===== src/rtl/tick_src_select.sv =====
// Glitch-free selector for the oven timing sources: synchronises N_SRC level inputs,
// defers a source change until the output is low, then holds a low guard interval.
module tick_src_select #(
  parameter int N_SRC       = 4,
  parameter int SEL_W       = 2,
  parameter int SYNC_STAGES = 2,
  parameter int GUARD_CYC   = 3,
  parameter int CNT_W       = 4
) (
  input  logic             clock,
  input  logic             reset,
  input  logic [N_SRC-1:0] src,
  input  logic [SEL_W-1:0] sel,
  input  logic             clear,
  output logic             out,
  output logic             out_rise,
  output logic [SEL_W-1:0] active_sel,
  output logic             switching,
  output logic             sel_err,
  output logic [CNT_W-1:0] rise_count
);

  typedef enum logic [1:0] {
    ST_RUN   = 2'd0,
    ST_PEND  = 2'd1,
    ST_GUARD = 2'd2
  } state_e;

  localparam int GW = (GUARD_CYC > 2) ? $clog2(GUARD_CYC) : 1;

  logic [N_SRC-1:0] sync_q [SYNC_STAGES];
  logic [N_SRC-1:0] syncd;
  logic             sel_bit;
  logic             sel_valid;

  state_e           state_q, state_d;
  logic [SEL_W-1:0] target_q, target_d;
  logic [SEL_W-1:0] active_q, active_d;
  logic [GW-1:0]    gcnt_q, gcnt_d;
  logic             out_q, out_d;
  logic             rise_q, rise_d;
  logic [CNT_W-1:0] cnt_q, cnt_d;
  logic             err_q, err_d;

  assign syncd     = sync_q[SYNC_STAGES-1];
  assign sel_bit   = syncd[active_q];
  assign sel_valid = (32'(sel) < 32'(N_SRC));

  // Synchroniser chain, one shift register per source bit
  always_ff @(posedge clock or posedge reset) begin
    if (reset) begin
      for (int i = 0; i < SYNC_STAGES; i++) sync_q[i] <= '0;
    end else begin
      sync_q[0] <= src;
      for (int i = 1; i < SYNC_STAGES; i++) sync_q[i] <= sync_q[i-1];
    end
  end

  // State, selection, output and diagnostic registers
  always_ff @(posedge clock or posedge reset) begin
    if (reset) begin
      state_q  <= ST_RUN;
      target_q <= '0;
      active_q <= '0;
      gcnt_q   <= '0;
      out_q    <= 1'b0;
      rise_q   <= 1'b0;
      cnt_q    <= '0;
      err_q    <= 1'b0;
    end else begin
      state_q  <= state_d;
      target_q <= target_d;
      active_q <= active_d;
      gcnt_q   <= gcnt_d;
      out_q    <= out_d;
      rise_q   <= rise_d;
      cnt_q    <= cnt_d;
      err_q    <= err_d;
    end
  end

  // Next-state logic; a switch only commits once the registered output is low
  always_comb begin
    state_d  = state_q;
    target_d = target_q;
    active_d = active_q;
    gcnt_d   = gcnt_q;
    out_d    = out_q;
    case (state_q)
      ST_RUN: begin
        out_d = sel_bit;
        if (sel_valid && (sel != active_q)) begin
          target_d = sel;
          state_d  = ST_PEND;
        end else begin
          state_d  = ST_RUN;
        end
      end
      ST_PEND: begin
        out_d = sel_bit;
        if (sel_valid) begin
          target_d = sel;
        end else begin
          target_d = target_q;
        end
        if (sel_valid && (sel == active_q)) begin
          state_d = ST_RUN;
        end else if (!out_q) begin
          active_d = target_d;
          out_d    = 1'b0;
          if (GUARD_CYC == 0) begin
            state_d = ST_RUN;
          end else begin
            gcnt_d  = GW'(GUARD_CYC - 1);
            state_d = ST_GUARD;
          end
        end else begin
          state_d = ST_PEND;
        end
      end
      ST_GUARD: begin
        out_d = 1'b0;
        if (gcnt_q == GW'(0)) begin
          state_d = ST_RUN;
        end else begin
          gcnt_d = gcnt_q - GW'(1);
        end
      end
      default: begin
        state_d = ST_RUN;
        out_d   = 1'b0;
      end
    endcase

    rise_d = out_d & ~out_q;

    if (clear) begin
      cnt_d = '0;
    end else if (rise_d && (cnt_q != {CNT_W{1'b1}})) begin
      cnt_d = cnt_q + CNT_W'(1);
    end else begin
      cnt_d = cnt_q;
    end

    if (!sel_valid) begin
      err_d = 1'b1;
    end else if (clear) begin
      err_d = 1'b0;
    end else begin
      err_d = err_q;
    end
  end

  assign out        = out_q;
  assign out_rise   = rise_q;
  assign active_sel = active_q;
  assign switching  = (state_q != ST_RUN);
  assign sel_err    = err_q;
  assign rise_count = cnt_q;

endmodule


===== config.mk =====
export PLATFORM = sky130hd
export DESIGN_NAME = tick_src_select
export DESIGN_NICKNAME = d
export VERILOG_FILES = /design/src/rtl/tick_src_select.sv
export SDC_FILE = /design/constraint.sdc
export NUM_CORES = 1
export LEC_CHECK = 0
export CORE_UTILIZATION = 45
export CTS_CLUSTER_SIZE = 12
export DETAILED_ROUTE_END_ITERATION = 16
export PLACE_DENSITY = 0.76
export SETUP_SLACK_MARGIN = 0.15
export SLEW_MARGIN = 10
export SYNTH_ARGS = -nofsm -noshare
export SYNTH_HDL_FRONTEND = slang
export SYNTH_SLANG_ARGS = --single-unit

===== constraint.sdc =====
create_clock -name clock -period 1.86 [get_ports clock]
set_clock_uncertainty 0.15 [all_clocks]
set_input_delay 0.372 -clock clock [delete_from_list [all_inputs] [get_ports clock]]
set_output_delay 0.372 -clock clock [all_outputs]
set_load 0.03 [all_outputs]

After elaboration in Yosys (flattened, before gate mapping)
Cells that the tools add are included.
Word-level totals
  register bits after elaboration: 20
  latch bits: 0
  memory bits (writable): 0
  bits in read-only memories: 0
  bits of input ports: 9
  output and inout bits: 10
  word-level logic and storage cells: 47
  memories kept: 0
Cells by class
  add/subtract/negate cells: 2
  multiply operators: 0
  div/mod/pow operators: 0
  $lt $le $gt $ge: 1
  equal/unequal tests: 9
  shifts and indexed selects: 0
  mux-type cells: 16
  bitwise operators: 3
  reduce and logical (&&, ||, !) cells: 8
Operators by type and width (count)
  2-bit two-way mux: 6
  4-bit two-way mux: 2
  2-bit != test, second input constant: 4
  2-bit one-hot mux with 3 select lines: 1
  2-bit nonzero test: 3
  4-bit by 1-bit adder with 4-bit output, second input constant: 1
  2-bit zero test: 2
  1-bit two-way mux: 4
  4-bit != test, second input constant: 1
  2-bit one-hot mux with 2 select lines: 1
  4-bit AND reduction: 1
  2-bit by 3-bit less-than comparator with 1-bit output, second input constant: 1
  3-bit AND reduction: 1
  1-bit binary-select mux with 2-bit select: 1
  2-bit by 1-bit == test with 1-bit output, second input constant: 1
  2-bit == test: 1
  2-bit == test, second input constant: 1
  2-bit != test: 1
  1-bit inverter: 2
  1-bit one-hot mux with 2 select lines: 1
  2-bit by 1-bit subtractor with 2-bit output, second input constant: 1
  1-bit bitwise AND: 1
  1-bit logical AND: 1

Longest topological paths before layout
Gate-level depths: netlist of run 1.
  word-level depth: 9
  gate-level depth with buffers: 7

Worst setup path before layout of run 1
OpenSTA, ideal clock, no wires.
  kind: register to register
  from: register cnt_q[0], in the netlist rise_count[0]
  to: register cnt_q[3], in the netlist rise_count[3]
  setup time: 0.077 ns
  data arrival time: 1.611 ns
  data required time: 1.633 ns
  setup slack: 0.022 ns
  stages on the path, launching flop included: 6
  buffers on the path: 0
  clock period less this slack: 1.838 ns
  cell sequence: dfrtp_1 ha_1 a31oi_1 nand3b_4 or3_1 a21oi_1
Between the ends
  longest elaborated chain between the ends: 3
  elaborated cells between the ends (all ways): 6
Ends and longest elaborated chain
  start, declared: line 42  | logic [CNT_W-1:0] cnt_q, cnt_d;
  start signal, assigned: line 77  | cnt_q <= cnt_d;
  4-bit by 1-bit adder with 4-bit output / 4-bit != test (equally long branches): line 140, 139
  4-bit two-way mux / 1-bit logical AND (equally long branches): line 139  | end else if (rise_d && (cnt_q != {CNT_W{1'b1}})) begin
  4-bit two-way mux / 2-bit nonzero test (equally long branches)
Parallel ways exist; a longest one is shown, timed or not. The select of a mux whose other input is x is not followed.
A chain may end at the register's enable or synchronous reset.

Worst setup path in the final report of run 1
  from: register active_q[0], in the netlist active_sel[0]
  to: register cnt_q[1], in the netlist rise_count[1]
Between the ends
  longest elaborated chain between the ends: 8
  elaborated cells between the ends (all ways): 9
Ends and longest elaborated chain
  start, declared: line 38  | logic [SEL_W-1:0] active_q, active_d;
  start signal, assigned: line 73  | active_q <= active_d;
  1-bit binary-select mux with 2-bit select: line 46  | assign sel_bit = syncd[active_q];
  1-bit two-way mux (implied by the code): line 46
  1-bit two-way mux: line 108  | end else if (!out_q) begin
  1-bit two-way mux: line 106  | if (sel_valid && (sel == active_q)) begin
  1-bit one-hot mux with 2 select lines *: line 89  | case (state_q)
  1-bit bitwise AND *: line 135  | rise_d = out_d & ~out_q;
  1-bit logical AND *: line 139
  2-bit nonzero test (no source line) *
Mark *: on every way between the ends. The rest lies on a longest branch, timed or not. The select of a mux whose other input is x is not followed.

==> tab_implementation.tex, run 1 <==
\begin{tabular}{lr}
\hline
Metric & Value \\
\hline
\multicolumn{2}{l}{\textbf{Pwr}} \\
Leak Pwr & 0.5302 nW \\
Max IR drop VDD & 761.0 µV \\
Total power per unit cell area & 1471 nW/µm² \\
\multicolumn{2}{l}{\textbf{Clocking}} \\
Insertion delay to the later sink of the worst-skew pair & 290 ps \\
Maximum level of the CTS H-tree & 1 \\
Maximum count of clock buffers along a single path & 2 \\
Clock-pin slew reported for the worst setup and hold paths after clock tree synthesis & 100 ps \\
Total number of clock tree sinks & 20 \\
Hold buffer count at CTS & 0 \\
Clock root cell & clkbuf\_4 \\
CTS tree & yes \\
CTS Buf Count & 3 \\
\multicolumn{2}{l}{\textbf{Layout}} \\
Final Non-Filler Cells & 114 \\
Antenna diodes & 0 \\
Sequential cell area in the final layout & 505.5 µm² \\
Area of the multi-input gates & 326.6 µm² \\
Proportion of layout cells with a drive suffix above 1 & 0.2556 \\
Final cell area excluding filler cells & 1109 µm² \\
Net count reported at finish & 103 \\
Number of filler instances in the final layout & 139 \\
Layout Area Growth over Synthesis & 36.73\% \\
\multicolumn{2}{l}{\textbf{Synth}} \\
Share of the yosys chip area belonging to registers & 0.6173 \\
Netlist cell types & 25 \\
Synthesized flop and latch total & 20 \\
Syn\_nets & 75 \\
Cell type with the highest aggregate area in the netlist & dfrtp\_1 \\
Average size of a mapped cell & 12.67 µm² \\
Post-synthesis instance area & 810.8 µm² \\
Most used DFF post-synth & dfrtp\_1 \\
Main area contributors after synthesis & dfrtp\_1 62\%, nor2\_1 4.6\%, xor2\_1 4.3\% \\
Warnings, synthesis & 0 \\
EDFF count, synth & 0 \\
Top cells by count, synth & 20 x dfrtp\_1, 10 x nor2\_1, 4 x xor2\_1, 3 x inv\_1, 3 x mux2\_1 \\
Most instantiated library cell after synthesis & dfrtp\_1 \\
Fraction of post-synthesis cell area in the top cell type by area & 0.6173 \\
Synth Instances & 64 \\
Ys async rst share & 1.000 \\
\multicolumn{2}{l}{\textbf{Worst setup path}} \\
Startpoint Class & register \\
Maximum fanout encountered on the critical timing path & 5 \\
Required time at the worst-slack endpoint & 1900 ps \\
CP bufs+invs & 1 \\
Startpoint of the lowest-slack register-to-register path & active\_sel[0]\$\_DFFE\_PP0P\_ \\
Top delay family on crit path & multiplexers \\
Worst setup endpoint & rise\_count[1]\$\_DFFE\_PP0P\_ \\
Number of gates on the worst path with buffers counted & 6 \\
Endpoint class of the critical path & register \\
R2R cell count & 6 \\
WP data arrival & 1740 ps \\
Crit-path slowest cell & dfrtp\_2 \\
Worst reg2reg setup slack & 160 ps \\
Cell-by-cell trace of the critical path & mux2\_4 > a22oi\_2 > nand3b\_4 > buf\_6 > mux2i\_1 > nor2\_1 \\
Critical path class & register to register \\
Delay contributed by the slowest stage of the critical path & 460 ps \\
Crit path from & active\_sel[0]\$\_DFFE\_PP0P\_ \\
Reg2reg end & rise\_count[1]\$\_DFFE\_PP0P\_ \\
\multicolumn{2}{l}{\textbf{Place}} \\
Final weighted congestion in routability-driven placement & 0.7203 \\
Count of input and output buffers & 17 \\
Placement-stage cell area & 1072 µm² \\
Post-DP HPWL & 1.010 mm \\
Placed Cells & 110 \\
\multicolumn{2}{l}{\textbf{Job}} \\
Max-cap violation count & 0 \\
\multicolumn{2}{l}{\textbf{Detailed routing}} \\
Vias post-DR & 568 \\
Number of violations reported at the end of detailed-routing iteration 0 & 1 \\
Post-route ant nets & 0 \\
TritonRoute pass-1 iters & 2 \\
Final routed DRC violation total & 0 \\
Post-detailed-route wirelength per cell & 11.69 µm \\
Via density per instance & 4.982 \\
Wire length reported by the detailed router & 1.333 mm \\
\multicolumn{2}{l}{\textbf{Timing}} \\
Period utilization & 0.9148 \\
Setup TNS & 0 ps \\
RSZ-0062 raised after global routing & true \\
\# setup viols final & 0 \\
Max Slew Vio Count & 0 \\
Final Hold Vio Count & 0 \\
Tmin final & 1702 ps \\
Maximum frequency from static timing analysis & 587.7 MHz \\
\multicolumn{2}{l}{\textbf{Status}} \\
Run status & complete, no violations \\
\multicolumn{2}{l}{\textbf{Floorplanning}} \\
Core region area & 1594 µm² \\
I/O pin count & 19 \\
Placement row count & 14 \\
Die boundary height & 44.45 µm \\
Total Die Area & 1975 µm² \\
Chip Width & 44.45 µm \\
Effective utilization at floorplan & 0.5086 \\
\multicolumn{2}{l}{\textbf{GRT}} \\
Vias in the first global route & 630 \\
Number of antenna violations at the first check in global routing & 0 \\
Sum of overflow across all layers after global routing & 0 \\
Global-route wire length before repair & 2.435 mm \\
Global-route usage over all layers & 0.1704 \\
Pin count of the biggest net entering global routing & 21 \\
\multicolumn{2}{l}{\textbf{Worst hold path}} \\
Worst hold path type & register to register \\
\hline
\end{tabular}
## repair_timing
item | 4_1_cts | 5_1_grt
pin swaps | 3 | 1
setup buffers | 0 | 1
endpoints found under the setup margin | 14 | 9
gates resized for setup | 15 | 4
endpoints found under the hold margin | 0 | 0
## per-layer routing
metal / wire length (µm) / up-vias / global-route usage
li1: - / 265 / -
met1: 548 / 289 / 0.1860
met2: 724 / 11 / 0.3147
met3: 41 / 3 / 0.03673
met4: 19 / 0 / 0.07273
met5: 0 / - / 0
## worst min-delay path by stage
stage | from | to | slack, ps | depth (start not counted)
after floorplan | sync_q[4]$_DFF_PP0_ | syncd[0]$_DFF_PP0_ | 180 | 0
after global placement | sync_q[4]$_DFF_PP0_ | syncd[0]$_DFF_PP0_ | 180 | 0
after detailed placement | sync_q[6]$_DFF_PP0_ | syncd[2]$_DFF_PP0_ | 190 | 0
after CTS | sync_q[4]$_DFF_PP0_ | syncd[0]$_DFF_PP0_ | 210 | 0
after global routing | sync_q[6]$_DFF_PP0_ | syncd[2]$_DFF_PP0_ | 210 | 0
final | sync_q[6]$_DFF_PP0_ | syncd[2]$_DFF_PP0_ | 210 | 0
## cell type report
cell class                      count  share of cell area
Timing Repair Buffer               24              0.1919
Sequential cell                    20              0.4560
Tap cell                           24             0.02709
Clock buffer                        3             0.02032
Multi-Input combinational cell     40              0.2946
Inverter                            3             0.01016
## metrics by stage
stage,worst slack [ps],utilization,power (mW),hold slack (ps)
after floorplan,150.4,-,1.129,181.2
after global placement,-145.7,0.6727,1.419,182.9
after CTS,40.37,0.6915,1.626,210.7
after detailed placement,-194.7,0.6727,1.439,187.0
after global routing,78.22,0.6954,1.748,213.0
final,158.4,0.6954,1.630,208.5
## sequential cells by signal (all words and copies together) (netlist names)
name        flops
state_q         2
gcnt_q          2
out             1
sync_q          4
active_sel      2
rise_count      4
out_rise        1
syncd           4
## worst reg2reg max path: stages, from the launching register on
cell and delay (ps):
dfrtp_2 460, mux2_4 310, a22oi_2 170, nand3b_4 160
buf_6 110, mux2i_1 170, nor2_1 50
## logic make-up (layout without fill, tap and decap cells)
family	after synthesis	in the layout	synth area share
AOI/OAI and AO/OA	7	7	0.05862
xor gates and xnor gates	4	4	0.04321
adders and majority gates	2	2	0.03086
buffers and inverters	4	30	0.02315
DFF	20	20	0.6173
muxes	6	6	0.08024
other	1	1	0.004625
and+or+nand+nor	20	20	0.1420
## layout by cell type, fill, tap and decap left out, drive strengths merged, types with 2 or more instances in the layout
cell type / Yosys / routed
mux2i: 2 / 2
o21ai: 2 / 2
dlygate4sd2: 0 / 7
ha: 2 / 2
xor2: 4 / 4
clkdlybuf4s50: 0 / 7
inv: 3 / 3
buf: 1 / 7
dfrtp: 20 / 20
a31oi: 2 / 2
nor2: 10 / 10
nor3b: 2 / 2
clkdlybuf4s15: 0 / 2
mux2: 4 / 4
clkbuf: 0 / 4
## where the power goes
group,internal [mW],switching (mW),total (mW)
clock network,0.0754,0.122,0.197
logic,0.387,0.408,0.795
registers,0.543,0.0952,0.638
total,1.01,0.625,1.63
No activity file was read; power rests on OpenSTA's default activity.
==> run 2, diff against run 1 <==
--- a/config.mk
+++ b/config.mk
@@ -5,10 +5,10 @@
 export SDC_FILE = /design/constraint.sdc
 export NUM_CORES = 1
 export LEC_CHECK = 0
-export CORE_UTILIZATION = 45
+export CORE_UTILIZATION = 47
 export CTS_CLUSTER_SIZE = 12
 export DETAILED_ROUTE_END_ITERATION = 16
-export PLACE_DENSITY = 0.76
+export PLACE_DENSITY = 0.79
 export SETUP_SLACK_MARGIN = 0.15
 export SLEW_MARGIN = 10
 export SYNTH_ARGS = -nofsm -noshare
==> run 2 against run 1 <==
Register-to-register slack lost 30 ps. Largest power group unchanged. Largest cell class unchanged. Cell area shrank 0.23%. Critical endpoint is now rise_count[3]$_DFFE_PP0P_. Via count shrank 0.35%. Clock power grew 25%. Critical path depth is the same. Routed wire length grew 14%. Non-clock buffer count grew 2. Hold slack lost 1.6 ps. Die area shrank 4.1%.
==> tab_implementation.tex, run 2 (synthesis results as in run 1) <==
\begin{tabular}{lr}
\hline
Metric & Value \\
\hline
\multicolumn{2}{l}{\textbf{GRT}} \\
Sum of overflow across all layers after global routing & 0 (unchanged) \\
Global-route usage over all layers & 0.2000 (was 0.1704) \\
Global-route wire length before repair & 2.615 mm (was 2.435 mm) \\
Vias in the first global route & 609 (was 630) \\
Pin count of the biggest net entering global routing & 21 (unchanged) \\
Number of antenna violations at the first check in global routing & 0 (unchanged) \\
\multicolumn{2}{l}{\textbf{Clocking}} \\
Insertion delay to the later sink of the worst-skew pair & 300 ps (was 290 ps) \\
Maximum level of the CTS H-tree & 1 (unchanged) \\
Clock root cell & clkbuf\_4 (unchanged) \\
Hold buffer count at CTS & 0 (unchanged) \\
CTS Buf Count & 3 (unchanged) \\
Maximum count of clock buffers along a single path & 2 (unchanged) \\
Clock-pin slew reported for the worst setup and hold paths after clock tree synthesis & 110 ps (was 100 ps) \\
Total number of clock tree sinks & 20 (unchanged) \\
CTS tree & yes (unchanged) \\
\multicolumn{2}{l}{\textbf{Layout}} \\
Number of filler instances in the final layout & 132 (was 139) \\
Leading cell type in the layout, fill and taps excluded & dfrtp\_1 (unchanged) \\
Sequential cell area in the final layout & 505.5 µm² (unchanged) \\
Antenna diodes & 0 (unchanged) \\
Net count reported at finish & 105 (was 103) \\
Commonest non-fill, non-tap cells in the layout & 16 x dfrtp\_1, 10 x nor2\_1, 8 x buf\_4, 7 x clkdlybuf4s50\_1, 6 x dlygate4sd2\_1 (was 16 x dfrtp\_1, 10 x nor2\_1, 7 x clkdlybuf4s50\_1, 7 x dlygate4sd2\_1, 6 x buf\_4) \\
Layout Area Growth over Synthesis & 36.42\% (was 36.73\%) \\
Final Non-Filler Cells & 109 (was 114) \\
Proportion of layout cells with a drive suffix above 1 & 0.3011 (was 0.2556) \\
Area of the multi-input gates & 319.1 µm² (was 326.6 µm²) \\
\multicolumn{2}{l}{\textbf{Pwr}} \\
Total power per unit cell area & 1564 nW/µm² (was 1471 nW/µm²) \\
Max IR drop VDD & 827.6 µV (was 761.0 µV) \\
Leak Pwr & 0.5378 nW (was 0.5302 nW) \\
\multicolumn{2}{l}{\textbf{Place}} \\
Final weighted congestion in routability-driven placement & 0.7373 (was 0.7203) \\
Placed Cells & 102 (was 110) \\
Count of input and output buffers & 17 (unchanged) \\
Post-DP HPWL & 1.110 mm (was 1.010 mm) \\
Setup Slack @ Placement & -219.1 ps (was -194.7 ps) \\
\multicolumn{2}{l}{\textbf{Detailed routing}} \\
TritonRoute pass-1 iters & 2 (unchanged) \\
Post-detailed-route wirelength per cell & 13.94 µm (was 11.69 µm) \\
Wire length reported by the detailed router & 1.520 mm (was 1.333 mm) \\
Post-route ant nets & 0 (unchanged) \\
Final routed DRC violation total & 0 (unchanged) \\
Via density per instance & 5.193 (was 4.982) \\
Number of violations reported at the end of detailed-routing iteration 0 & 6 (was 1) \\
Vias post-DR & 566 (was 568) \\
\multicolumn{2}{l}{\textbf{Worst setup path}} \\
WP data arrival & 1800 ps (was 1740 ps) \\
Critical path class & input pin to register (was register to register) \\
Worst reg2reg setup slack & 130 ps (was 160 ps) \\
Required time at the worst-slack endpoint & 1940 ps (was 1900 ps) \\
Maximum fanout encountered on the critical timing path & 2 (was 5) \\
Startpoint Class & input pin (was register) \\
Delay contributed by the slowest stage of the critical path & 440 ps (was 460 ps) \\
Crit-path slowest cell & clkdlybuf4s50\_1 (was dfrtp\_2) \\
Cell-by-cell trace of the critical path & clkdlybuf4s50\_1 > xor2\_1 > o21ai\_2 > nand3b\_4 > or3\_1 > a21oi\_1 (was mux2\_4 > a22oi\_2 > nand3b\_4 > buf\_6 > mux2i\_1 > nor2\_1) \\
Endpoint class of the critical path & register (unchanged) \\
\multicolumn{2}{l}{\textbf{Timing}} \\
\# setup viols final & 0 (unchanged) \\
Period utilization & 0.9288 (was 0.9148) \\
Worst Setup Slack, final & 132.4 ps (was 158.4 ps) \\
Maximum frequency from static timing analysis & 578.8 MHz (was 587.7 MHz) \\
Final Hold Vio Count & 0 (unchanged) \\
Tmin final & 1728 ps (was 1702 ps) \\
Setup TNS & 0 ps (unchanged) \\
Max Slew Vio Count & 0 (unchanged) \\
RSZ-0062 raised after global routing & true (unchanged) \\
\multicolumn{2}{l}{\textbf{Worst hold path}} \\
Worst hold path type & register to register (unchanged) \\
\multicolumn{2}{l}{\textbf{Floorplanning}} \\
Effective utilization at floorplan & 0.5201 (was 0.5086) \\
Core region area & 1559 µm² (was 1594 µm²) \\
Chip Width & 43.54 µm (was 44.45 µm) \\
I/O pin count & 19 (unchanged) \\
Placement row count & 14 (unchanged) \\
Total Die Area & 1895 µm² (was 1975 µm²) \\
Die boundary height & 43.54 µm (was 44.45 µm) \\
\multicolumn{2}{l}{\textbf{Job}} \\
Max-cap violation count & 0 (unchanged) \\
\multicolumn{2}{l}{\textbf{Status}} \\
Run status & complete, no violations (unchanged) \\
\hline
\end{tabular}
## run 2: changes by cell type in the layout (fill, tap and decap cells not counted), sizes merged
cell,delta
clkdlybuf4s15,-2
clkbuf,+4
dlygate4sd2,-1
buf,+2
## run 2: what timing repair did
item | in CTS | in global routing
setup endpoints to repair | 14 | 10
gates resized for setup | 15 | 7
buffers inserted | 2 | 1
pin swaps | 3 | 4
## run 2: layout make-up
class | count | area share
flip-flops and latches | 20 | 0.4570
inverters | 3 | 0.01018
multi-input cells | 40 | 0.2885
well taps | 16 | 0.01810
clock buffers | 4 | 0.03281
repair buffers | 26 | 0.1934
## run 2: path summary, 6_finish.rpt
path	from	endpoint	cells after the start
worst max register to register	active_sel[0]$_DFFE_PP0P_	rise_count[1]$_DFFE_PP0P_	6
worst min register to register	sync_q[6]$_DFF_PP0_	syncd[2]$_DFF_PP0_	0
worst min-delay path	sync_q[6]$_DFF_PP0_	syncd[2]$_DFF_PP0_	0
max in group asynchronous	reset	active_sel[1]$_DFFE_PP0P_	3
worst max-delay path	sel[0]	rise_count[3]$_DFFE_PP0P_	6
min in group asynchronous	reset	syncd[1]$_DFF_PP0_	3
## run 2: stage by stage
step | util | hold WS [ps] | total power [mW] | area (µm²)
2_1_floorplan | - | 181.2 | 1.129 | 834.6
3_3_place_gp | 0.6814 | 182.3 | 1.419 | 1062
3_5_place_dp | 0.6814 | 185.6 | 1.451 | 1062
4_1_cts | 0.7151 | 211.2 | 1.721 | 1115
5_1_grt | 0.7095 | 218.9 | 1.851 | 1106
6_report | 0.7095 | 207.0 | 1.730 | 1106
## run 2: critical path, delay by kind of cell
family / cells / cell delay (ps)
buffers and inverters: 1 / 440
xor gates and xnor gates: 1 / 170
AOI/OAI and AO/OA: 2 / 370
and+or+nand+nor: 2 / 450
## run 2: metal layers
| metal | up-vias | GRT usage | wire length [µm] |
|---|---|---|---|
| li1 | 270 | - | - |
| met1 | 284 | 0.2139 | 615 |
| met2 | 10 | 0.3576 | 848 |
| met3 | 2 | 0.03750 | 35 |
| met4 | 0 | 0.1313 | 21 |
| met5 | - | 0 | 0 |
## run 2: power by group
| part | internal, mW | switching, mW | total [mW] |
|---|---|---|---|
| combinational | 0.412 | 0.436 | 0.848 |
| clock | 0.119 | 0.128 | 0.247 |
| sequential | 0.543 | 0.0914 | 0.634 |
| total | 1.07 | 0.655 | 1.73 |
==> run 3, diff against run 2 <==
--- a/config.mk
+++ b/config.mk
@@ -6,7 +6,7 @@
 export NUM_CORES = 1
 export LEC_CHECK = 0
 export CORE_UTILIZATION = 47
-export CTS_CLUSTER_SIZE = 12
+export CTS_CLUSTER_SIZE = 20
 export DETAILED_ROUTE_END_ITERATION = 16
 export PLACE_DENSITY = 0.79
 export SETUP_SLACK_MARGIN = 0.15
==> results of run 3 <==
Final layout, timing and power as in run 2 (identical DEF).
